`config.mk`:
```
export PLATFORM = sky130hd
export DESIGN_NAME = timer_set_fsm
export DESIGN_NICKNAME = d
export VERILOG_FILES = /design/src/rtl/timer_pkg.sv /design/src/rtl/timer_set_fsm_key_repeat.sv /design/src/rtl/timer_set_fsm.sv
export SDC_FILE = /design/constraint.sdc
export NUM_CORES = 1
export LEC_CHECK = 0
export CAP_MARGIN = 20
export CORE_AREA = 2 2 77 116
export DETAILED_ROUTE_END_ITERATION = 12
export DIE_AREA = 0 0 79 118
export HOLD_SLACK_MARGIN = 0.08
export PLACE_DENSITY = 0.6
export RECOVER_POWER = 50
export SLEW_MARGIN = 15
export SYNTH_ARGS = -nofsm -noshare
export SYNTH_HDL_FRONTEND = slang
export SYNTH_SLANG_ARGS = --single-unit
```
`constraint.sdc`:
```
create_clock -name clk -period 3.35 [get_ports clk]
set_clock_uncertainty 0.05 [all_clocks]
set_input_delay 0.8375 -clock clk [delete_from_list [all_inputs] [get_ports clk]]
set_output_delay 0.8375 -clock clk [all_outputs]
set_load 0.02 [all_outputs]
```
`src/rtl/timer_pkg.sv`:
```
// Shared definitions for the countdown-timer controller: state codes and widths.
package timer_pkg;

    localparam int STATE_W     = 3;
    localparam int FIELD_W_DEF = 6;

    typedef enum logic [STATE_W-1:0] {
        ST_IDLE  = 3'd0,
        ST_EDIT  = 3'd1,
        ST_RUN   = 3'd2,
        ST_PAUSE = 3'd3,
        ST_DONE  = 3'd4
    } state_e;

endpackage

```
`src/rtl/timer_set_fsm_key_repeat.sv`:
```
// Key rising-edge detector with optional hold/auto-repeat (TIMER_AUTOREPEAT_EN).
// pulse is the bare edge; step is the edge plus any repeat steps.
module key_repeat #(
    parameter int HOLD_CYC  = 8,
    parameter int RPT_CYC   = 4,
    parameter bit REPEAT_EN = 1'b0
) (
    input  logic clk,
    input  logic rst,
    input  logic key,
    output logic pulse,
    output logic step
);

    logic key_q;

    // NOTE: sequential state uses non-blocking assignments so every flop samples pre-edge values.
    always_ff @(posedge clk or posedge rst) begin
        if (rst) key_q <= 1'b0;
        else     key_q <= key;
    end

    assign pulse = key & ~key_q;

    if (REPEAT_EN && (RPT_CYC < 1 || RPT_CYC > HOLD_CYC)) begin : g_cfg_err
        $error("key_repeat: RPT_CYC must lie in 1..HOLD_CYC");
    end

`ifdef TIMER_AUTOREPEAT_EN
    if (REPEAT_EN) begin : g_rpt
        localparam int CNT_W = $clog2(HOLD_CYC + 1);

        logic [CNT_W-1:0] cnt_q, cnt_d;
        logic             rpt;

        // cnt_q holds cycles since the edge; after a repeat it is rewound so the next hits RPT_CYC later.
        always_comb begin
            // NOTE: defaults first so no path through this block leaves a variable unassigned (no latch).
            cnt_d = '0;
            rpt   = 1'b0;
            if (pulse) begin
                cnt_d = CNT_W'(1);
            end else if (key) begin
                if (cnt_q == CNT_W'(HOLD_CYC)) begin
                    rpt   = 1'b1;
                    cnt_d = CNT_W'(HOLD_CYC - RPT_CYC + 1);
                end else begin
                    cnt_d = cnt_q + CNT_W'(1);
                end
            end
        end

        always_ff @(posedge clk or posedge rst) begin
            if (rst) cnt_q <= '0;
            else     cnt_q <= cnt_d;
        end

        assign step = pulse | rpt;
    end else begin : g_norpt
        assign step = pulse;
    end
`else
    assign step = pulse;
`endif

endmodule

```
`src/rtl/timer_set_fsm.sv`:
```
// Countdown-timer controller: field editing, 1 Hz countdown, alarm at zero.
// Define TIMER_AUTOREPEAT_EN to enable hold-to-repeat on the inc/dec keys in EDIT.
module timer_set_fsm
    import timer_pkg::*;
#(
    parameter int NUM_FIELDS = 3,
    parameter int FIELD_W    = FIELD_W_DEF,
    parameter int LOW_MAX    = 59,
    parameter int TOP_MAX    = 23,
    parameter int HOLD_CYC   = 8,
    parameter int RPT_CYC    = 4,
    localparam int CUR_W     = (NUM_FIELDS > 1) ? $clog2(NUM_FIELDS) : 1,
    localparam int VAL_W     = NUM_FIELDS * FIELD_W
) (
    input  logic               clk,
    input  logic               rst,
    input  logic               key_set,
    input  logic               key_start,
    input  logic               key_inc,
    input  logic               key_dec,
    input  logic               tick,
    output logic [VAL_W-1:0]   value,
    output logic [CUR_W-1:0]   cursor,
    output logic [STATE_W-1:0] state,
    output logic               blink,
    output logic               alarm,
    output logic               done_pulse
);

    state_e             state_q, state_d;
    logic [VAL_W-1:0]   value_q, value_d;
    logic [CUR_W-1:0]   cursor_q, cursor_d;
    logic               blink_q, blink_d;
    logic               alarm_q, alarm_d;
    logic               done_pulse_q, done_pulse_d;

    logic set_p, start_p, inc_p, dec_p, inc_s, dec_s;
    logic unused_set_step, unused_start_step;

    key_repeat #(.HOLD_CYC(HOLD_CYC), .RPT_CYC(RPT_CYC), .REPEAT_EN(1'b0)) u_key_set (
        .clk(clk), .rst(rst), .key(key_set), .pulse(set_p), .step(unused_set_step));
    key_repeat #(.HOLD_CYC(HOLD_CYC), .RPT_CYC(RPT_CYC), .REPEAT_EN(1'b0)) u_key_start (
        .clk(clk), .rst(rst), .key(key_start), .pulse(start_p), .step(unused_start_step));
    key_repeat #(.HOLD_CYC(HOLD_CYC), .RPT_CYC(RPT_CYC), .REPEAT_EN(1'b1)) u_key_inc (
        .clk(clk), .rst(rst), .key(key_inc), .pulse(inc_p), .step(inc_s));
    key_repeat #(.HOLD_CYC(HOLD_CYC), .RPT_CYC(RPT_CYC), .REPEAT_EN(1'b1)) u_key_dec (
        .clk(clk), .rst(rst), .key(key_dec), .pulse(dec_p), .step(dec_s));

    function automatic logic [FIELD_W-1:0] field_max(input int idx);
        return (idx == NUM_FIELDS - 1) ? FIELD_W'(TOP_MAX) : FIELD_W'(LOW_MAX);
    endfunction

    // Subtract one second: a zero field reloads its max and borrows from the field above.
    function automatic logic [VAL_W-1:0] countdown(input logic [VAL_W-1:0] v);
        logic [VAL_W-1:0]   r;
        logic [FIELD_W-1:0] f;
        logic               borrow;
        r      = v;
        borrow = 1'b1;
        for (int i = 0; i < NUM_FIELDS; i++) begin
            f = v[i*FIELD_W +: FIELD_W];
            if (borrow) begin
                if (f == '0) begin
                    r[i*FIELD_W +: FIELD_W] = field_max(i);
                end else begin
                    r[i*FIELD_W +: FIELD_W] = f - FIELD_W'(1);
                    borrow = 1'b0;
                end
            end
        end
        return r;
    endfunction

    logic [VAL_W-1:0]   dec_val;
    logic               value_nz;
    int                 cur_idx;
    logic [FIELD_W-1:0] cur_field, cur_max;

    assign dec_val  = countdown(value_q);
    assign value_nz = |value_q;

    always_comb begin
        cur_idx   = int'(cursor_q);
        cur_field = value_q[cur_idx*FIELD_W +: FIELD_W];
        cur_max   = field_max(cur_idx);
        state_d   = state_q;
        value_d   = value_q;
        cursor_d  = cursor_q;

        unique case (state_q)
            ST_IDLE: begin
                if (set_p) begin
                    state_d  = ST_EDIT;
                    cursor_d = CUR_W'(NUM_FIELDS - 1);
                end else if (start_p && value_nz) begin
                    state_d = ST_RUN;
                end
            end
            ST_EDIT: begin
                if (set_p) begin
                    if (cursor_q == '0) state_d = ST_IDLE;
                    else                cursor_d = cursor_q - CUR_W'(1);
                end else if (start_p) begin
                    state_d = value_nz ? ST_RUN : ST_IDLE;
                end else if (inc_s) begin
                    value_d[cur_idx*FIELD_W +: FIELD_W] =
                        (cur_field == cur_max) ? '0 : cur_field + FIELD_W'(1);
                end else if (dec_s) begin
                    value_d[cur_idx*FIELD_W +: FIELD_W] =
                        (cur_field == '0) ? cur_max : cur_field - FIELD_W'(1);
                end
            end
            ST_RUN: begin
                // Reaching zero outranks a simultaneous pause request.
                if (tick) begin
                    value_d = dec_val;
                    if (dec_val == '0)  state_d = ST_DONE;
                    else if (start_p)   state_d = ST_PAUSE;
                end else if (start_p) begin
                    state_d = ST_PAUSE;
                end
            end
            ST_PAUSE: begin
                if (start_p) begin
                    state_d = ST_RUN;
                end else if (set_p) begin
                    value_d = '0;
                    state_d = ST_IDLE;
                end
            end
            ST_DONE: begin
                if (set_p | start_p | inc_p | dec_p) state_d = ST_IDLE;
            end
            default: state_d = ST_IDLE;
        endcase

        blink_d      = (state_d == ST_EDIT && state_q == ST_EDIT) ? (blink_q ^ tick) : 1'b0;
        alarm_d      = (state_d == ST_DONE);
        done_pulse_d = (state_d == ST_DONE) && (state_q != ST_DONE);
    end

    always_ff @(posedge clk or posedge rst) begin
        if (rst) begin
            state_q      <= ST_IDLE;
            value_q      <= '0;
            cursor_q     <= '0;
            blink_q      <= 1'b0;
            alarm_q      <= 1'b0;
            done_pulse_q <= 1'b0;
        end else begin
            state_q      <= state_d;
            value_q      <= value_d;
            cursor_q     <= cursor_d;
            blink_q      <= blink_d;
            alarm_q      <= alarm_d;
            done_pulse_q <= done_pulse_d;
        end
    end

    assign value      = value_q;
    assign cursor     = cursor_q;
    assign state      = state_q;
    assign blink      = blink_q;
    assign alarm      = alarm_q;
    assign done_pulse = done_pulse_q;

endmodule

```
Word-level counts from Yosys, hierarchy flattened

Cells that the tools add are included.

Register bits after elaboration: 30
Word-level logic and storage cells: 106

$add $sub $neg: 7
Multiply operators: 1
Equality and inequality tests: 18
Shift operators: 4
Multiplexer cells: 39
Bitwise gates (word level): 12
Reduce and logical (&&, ||, !) cells: 15

Operator list:

| kind                      | count |
|---|---|
| $mux W18                  | 7 |
| $shiftx A6 B33 Y18        | 2 |
| $pmux W18 S3              | 1 |
| $mux W6                   | 8 |
| $bwmux W18                | 2 |
| $mux W3                   | 11 |
| $neg A5 Y33               | 1 |
| $shift A6 B33 Y18 const A | 1 |
| $shiftx A18 B32 Y6        | 1 |
| $logic_not A6 Y1          | 4 |
| $sub A6 B1 Y6 const B     | 4 |
| $logic_not A18 Y1         | 1 |
| $reduce_or A18 Y1         | 1 |
| $ne A2 B2 Y1 const B      | 8 |
| $pmux W3 S5               | 1 |
| $mux W2                   | 4 |
| $reduce_and A7 Y1         | 1 |
| $add A6 B1 Y6 const B     | 1 |
| $eq A3 B1 Y1 const B      | 2 |
| $eq A3 B2 Y1 const B      | 2 |
| $eq A3 B3 Y1 const B      | 2 |
| $eq A6 B6 Y1              | 1 |
| $ne A3 B3 Y1 const B      | 2 |
| $and A1 B1 Y1             | 4 |
| 14 further kinds          | 24 |

Depth between registers and ports, before layout

Depth in word-level cells: 11
Gate-level depth with buffers: 13
Gate-level depth less buffers: 11

By module

From an unflattened synthesis, not the netlist that was laid out.

Cells, all modules: 404
Area, all modules: 3289.4 sq um

By module, submodules not included:

| module        | times used | cells each | area each (sq um) |
|---|---|---|---|
| timer_set_fsm | 1          | 388        | 3089.2 |
| key_repeat    | 4          | 4          | 50.0 |

Least setup slack after synthesis

No wires, ideal clock.

Path type: register -> register
Start point: register cursor_q[0], in the netlist cursor[0]
End point: register (tool-made name)
Library setup time: 0.104 ns
Arrival: 3.299 ns
Data required time: 3.196 ns
Path slack: -0.103 ns
Cell stages (with the launch flop): 13
Buffers on the path: 4
Cells stage by stage: dfrtp_1 > buf_6 > buf_2 > clkbuf_1 > clkinv_1 > ha_1 > clkbuf_1 > inv_1 > nand3_1 > nor4_1 > nand2_1 > or4_1 > o311ai_1

RTL lines:

| item                     | RTL line             | RTL |
|---|---|---|
| start: declaration       | timer_set_fsm.sv:32  | `logic [CUR_W-1:0] cursor_q, cursor_d;` |
| start signal: assignment | timer_set_fsm.sv:153 | `cursor_q <= cursor_d;` |

==> out/metrics.csv <==
stage;metric;value;unit
clock_tree;root_buffer;clkbuf_16;
drt;antenna_left;0;
hold_path;hold_class;reg -> reg;
logic_synthesis;yosysUniqueCellTypes;74;
outcome;outcome;finished with violations;
worst_setup_path;worstSetupStartpoint;cursor[1]$_DFFE_PP0P_;
logic_synthesis;synthFlopType;dfrtp_1;
placed_design;gp_congestion;0.937;
worst_setup_path;timing.rr.start;cursor[1]$_DFFE_PP0P_;
logic_synthesis;ys_seq_elements;30;
clock_tree;cts_buffer_depth;2;
clock_tree;cts_hold_buf;0;
clock_tree;clk-insertion-delay-late;0.28;ns
worst_setup_path;cp_slowest_cell;dfrtp_1;
clock_tree;post_cts_resized;0;
outcome;violations;capacitance limit, slew limit;
global_routing;grt_pass1_vias;3280;
power;comb_power_share;0.743;
logic_synthesis;synthTopCellsByArea;dfrtp_1 (23%), ha_1 (5.0%), nand2_1 (4.4%);
drt;drt_first_pass_iters;5;
global_routing;grt_pass1_wl;17600;um
sta;drv_slew;31;
power;p_int;0.00198;W
power;p_switching;0.00243;W
sta;hold_violations;0;
worst_setup_path;path_depth;8;
die;die_width;79;um
sta;tightestPinTransition;1.72;ns
power;p_clk_frac;0.097;
clock_tree;cts.sinks;30;
sta;period_minus_slack;3.11;ns
clock_tree;htreeDepth;2;
worst_setup_path;path_buf_inv;1;
clock_tree;cts_buffers;5;
sta;setup_tns;0;ns
die;initial_utilization;0.393;
drt;drt-total-wl;11300;um
die;ios;33;
global_routing;grt_max_degree;34;
die;die-area;9320;um2
finish;final_util;0.472;
finish;drive_gt1_frac;0.141;
worst_setup_path;rrSetupSlack;0.24;ns
global_routing;gr-total-overflow;0;
flow_run;maxCapViolations;1;
logic_synthesis;synth_area;3270;um2
placed_design;place_hpwl;8920;um
clock_tree;clkTransAtPathRegs;0.05;ns
sta;max_freq;0.321;GHz
drt;wl_per_cell;20.4;um
worst_setup_path;critPathTopFamily;compound AO/OA/AOI/OAI gates;
placed_design;port_buffers;32;
logic_synthesis;yosysSeqAreaShare;0.230;
die;rows;41;
die;core;8310;um2
worst_setup_path;cpPeakStageDelay;0.59;ns
power;leakage;1.56;nW
finish;multi_input_area;2320;um2
logic_synthesis;synthArstFlopShare;1.00;
worst_setup_path;crit_path_start_kind;flip-flop;
logic_synthesis;synth-edff-count;0;
power;ir_drop;0.000454;V
power;p_sw_frac;0.550;
clock_tree;cts_tree;done;
power;pwr_density_cell;1120;nW/um2
sta;rsz0062_at_grt;false;
worst_setup_path;critPathMaxFanout;9;
global_routing;gr-usage-all-layers;0.247;
logic_synthesis;syn_nets;428;
sta;period_share;0.929;
worst_setup_path;crit_path_end_kind;flip-flop;
clock_tree;cts_setup_buffers;0;
worst_setup_path;worstPathArrival;3.21;ns
drt;drc;0;
finish;ff_latch_area;751;um2
drt;vias_per_cell;6.28;
die;die_y;118;um
worst_setup_path;crit_type;reg -> reg;
drt;drt_iter0_drc;260;
power;seqPwrFrac;0.161;
worst_setup_path;required;3.45;ns
global_routing;antenna_found_initial;0;
finish;fill_cells;855;
logic_synthesis;synth_area_leader_cell;dfrtp_1;
finish;finalNetCount;466;
logic_synthesis;yosysWarningCount;0;
logic_synthesis;synth_top_area_frac;0.230;
logic_synthesis;yosysMostFrequentCell;nand2_1;
drt;vias;3481;
finish;synthToLayoutAreaGrowth;20.0;%
logic_synthesis;synth_cells;408;
sta;finalSetupViolations;0;
sta;slew_headroom;-0.144;
worst_setup_path;crit_chain;buf_4 > mux2i_2 > a2bb2oi_2 > nand4_1 > a41oi_1 > nor2_1 > nor3_1 > o41ai_2;
worst_setup_path;rr_worst_depth;8;
logic_synthesis;avgSynthCellArea;8.01;um2
logic_synthesis;yosys-top-cells-count;nand2_1 (38), nor2_1 (31), dfrtp_1 (30);
## metal layers
layer | wire [um] | part of all wire | GRT usage
met1 | 4210 | 0.37 | 0.273
met2 | 5810 | 0.51 | 0.425
met3 | 569 | 0.050 | 0.0368
met4 | 722 | 0.064 | 0.167
met5 | 0 | 0 | 0
## final cells by class
cell class	instances	share of cell area
Tap cell	107	0.0342
Timing Repair Buffer	56	0.129
Inverter	20	0.0195
Clock buffer	5	0.0319
Sequential cell	30	0.192
Antenna cell	1	0.000638
Multi-Input combinational cell	333	0.591
Clock inverter	2	0.00255
## placed cells by master (no fill, tap or decap), types with 4 or more instances in the layout
cell / Yosys / layout
a31oi_1: 8 / 8
buf_4: 1 / 21
nand2b_1: 8 / 8
ha_1: 13 / 13
o31ai_1: 10 / 10
o22ai_1: 9 / 9
nor3_1: 21 / 21
nor2_1: 31 / 31
dlygate4sd3_1: 0 / 12
a21oi_1: 25 / 25
inv_1: 17 / 17
and3_1: 5 / 5
clkbuf_16: 0 / 5
a211oi_1: 5 / 5
dfrtp_1: 30 / 30
mux2i_1: 4 / 4
nor2b_1: 7 / 7
nand3_1: 16 / 16
xnor2_1: 5 / 5
nand4_1: 14 / 14
o41ai_2: 5 / 5
o21ai_0: 22 / 22
clkdlybuf4s50_1: 0 / 20
nor4_1: 6 / 6
nand2_1: 38 / 38
## per-stage QoR
step                      cells  setup WS, ns  hold slack [ns]  total power [W]  area, um2
after global routing        553        0.0403            0.572          0.00469       3920
final                       554         0.239            0.544          0.00441       3920
after global placement      546         0.173            0.539          0.00393       3790
after floorplan             408        0.0151            0.496          0.00283       3270
after detailed placement    546         0.148            0.534          0.00392       3790
after CTS                   553         0.308            0.547          0.00436       3930
## worst reg2reg max path: stages, from the launching register on
cell,delay (ns)
dfrtp_1,0.59
buf_4,0.24
mux2i_2,0.43
a2bb2oi_2,0.40
nand4_1,0.15
a41oi_1,0.51
nor2_1,0.11
nor3_1,0.36
o41ai_2,0.14
## worst min path at each step
stage                                startpoint            endpoint  slack (ns)  cells after the start
floorplan           u_key_start.key_q$_DFF_PP0_  state[0]$_DFF_PP0_        0.50                      2
global placement                blink$_DFF_PP0_     blink$_DFF_PP0_        0.54                      3
detailed placement                    flip-flop           flip-flop        0.53                      2
CTS                                   flip-flop           flip-flop        0.55                      2
global route                          flip-flop           flip-flop        0.57                      2
finish                                flip-flop           flip-flop        0.54                      2
## kinds of logic after synthesis
kind of cell | count (synthesis) | share of synthesized area
AOI/OAI and AO/OA | 135 | 0.328
xor gates and xnor gates | 6 | 0.0161
adders and majority gates | 13 | 0.0498
buffers and inverters | 45 | 0.0613
DFF | 30 | 0.230
muxes | 8 | 0.0345
and+or+nand+nor | 171 | 0.280
## power groups by stage
stage	registers (W)	clock network, W	logic, W
finish	0.000707	0.000425	0.00327
global route	0.000726	0.000449	0.00351
CTS	0.000707	0.000432	0.00323
detailed placement	0.000709	0	0.00321
global placement	0.000711	0	0.00321
floorplan	0.000709	0	0.00212
Note: power is estimated with default switching activity, not from simulation.
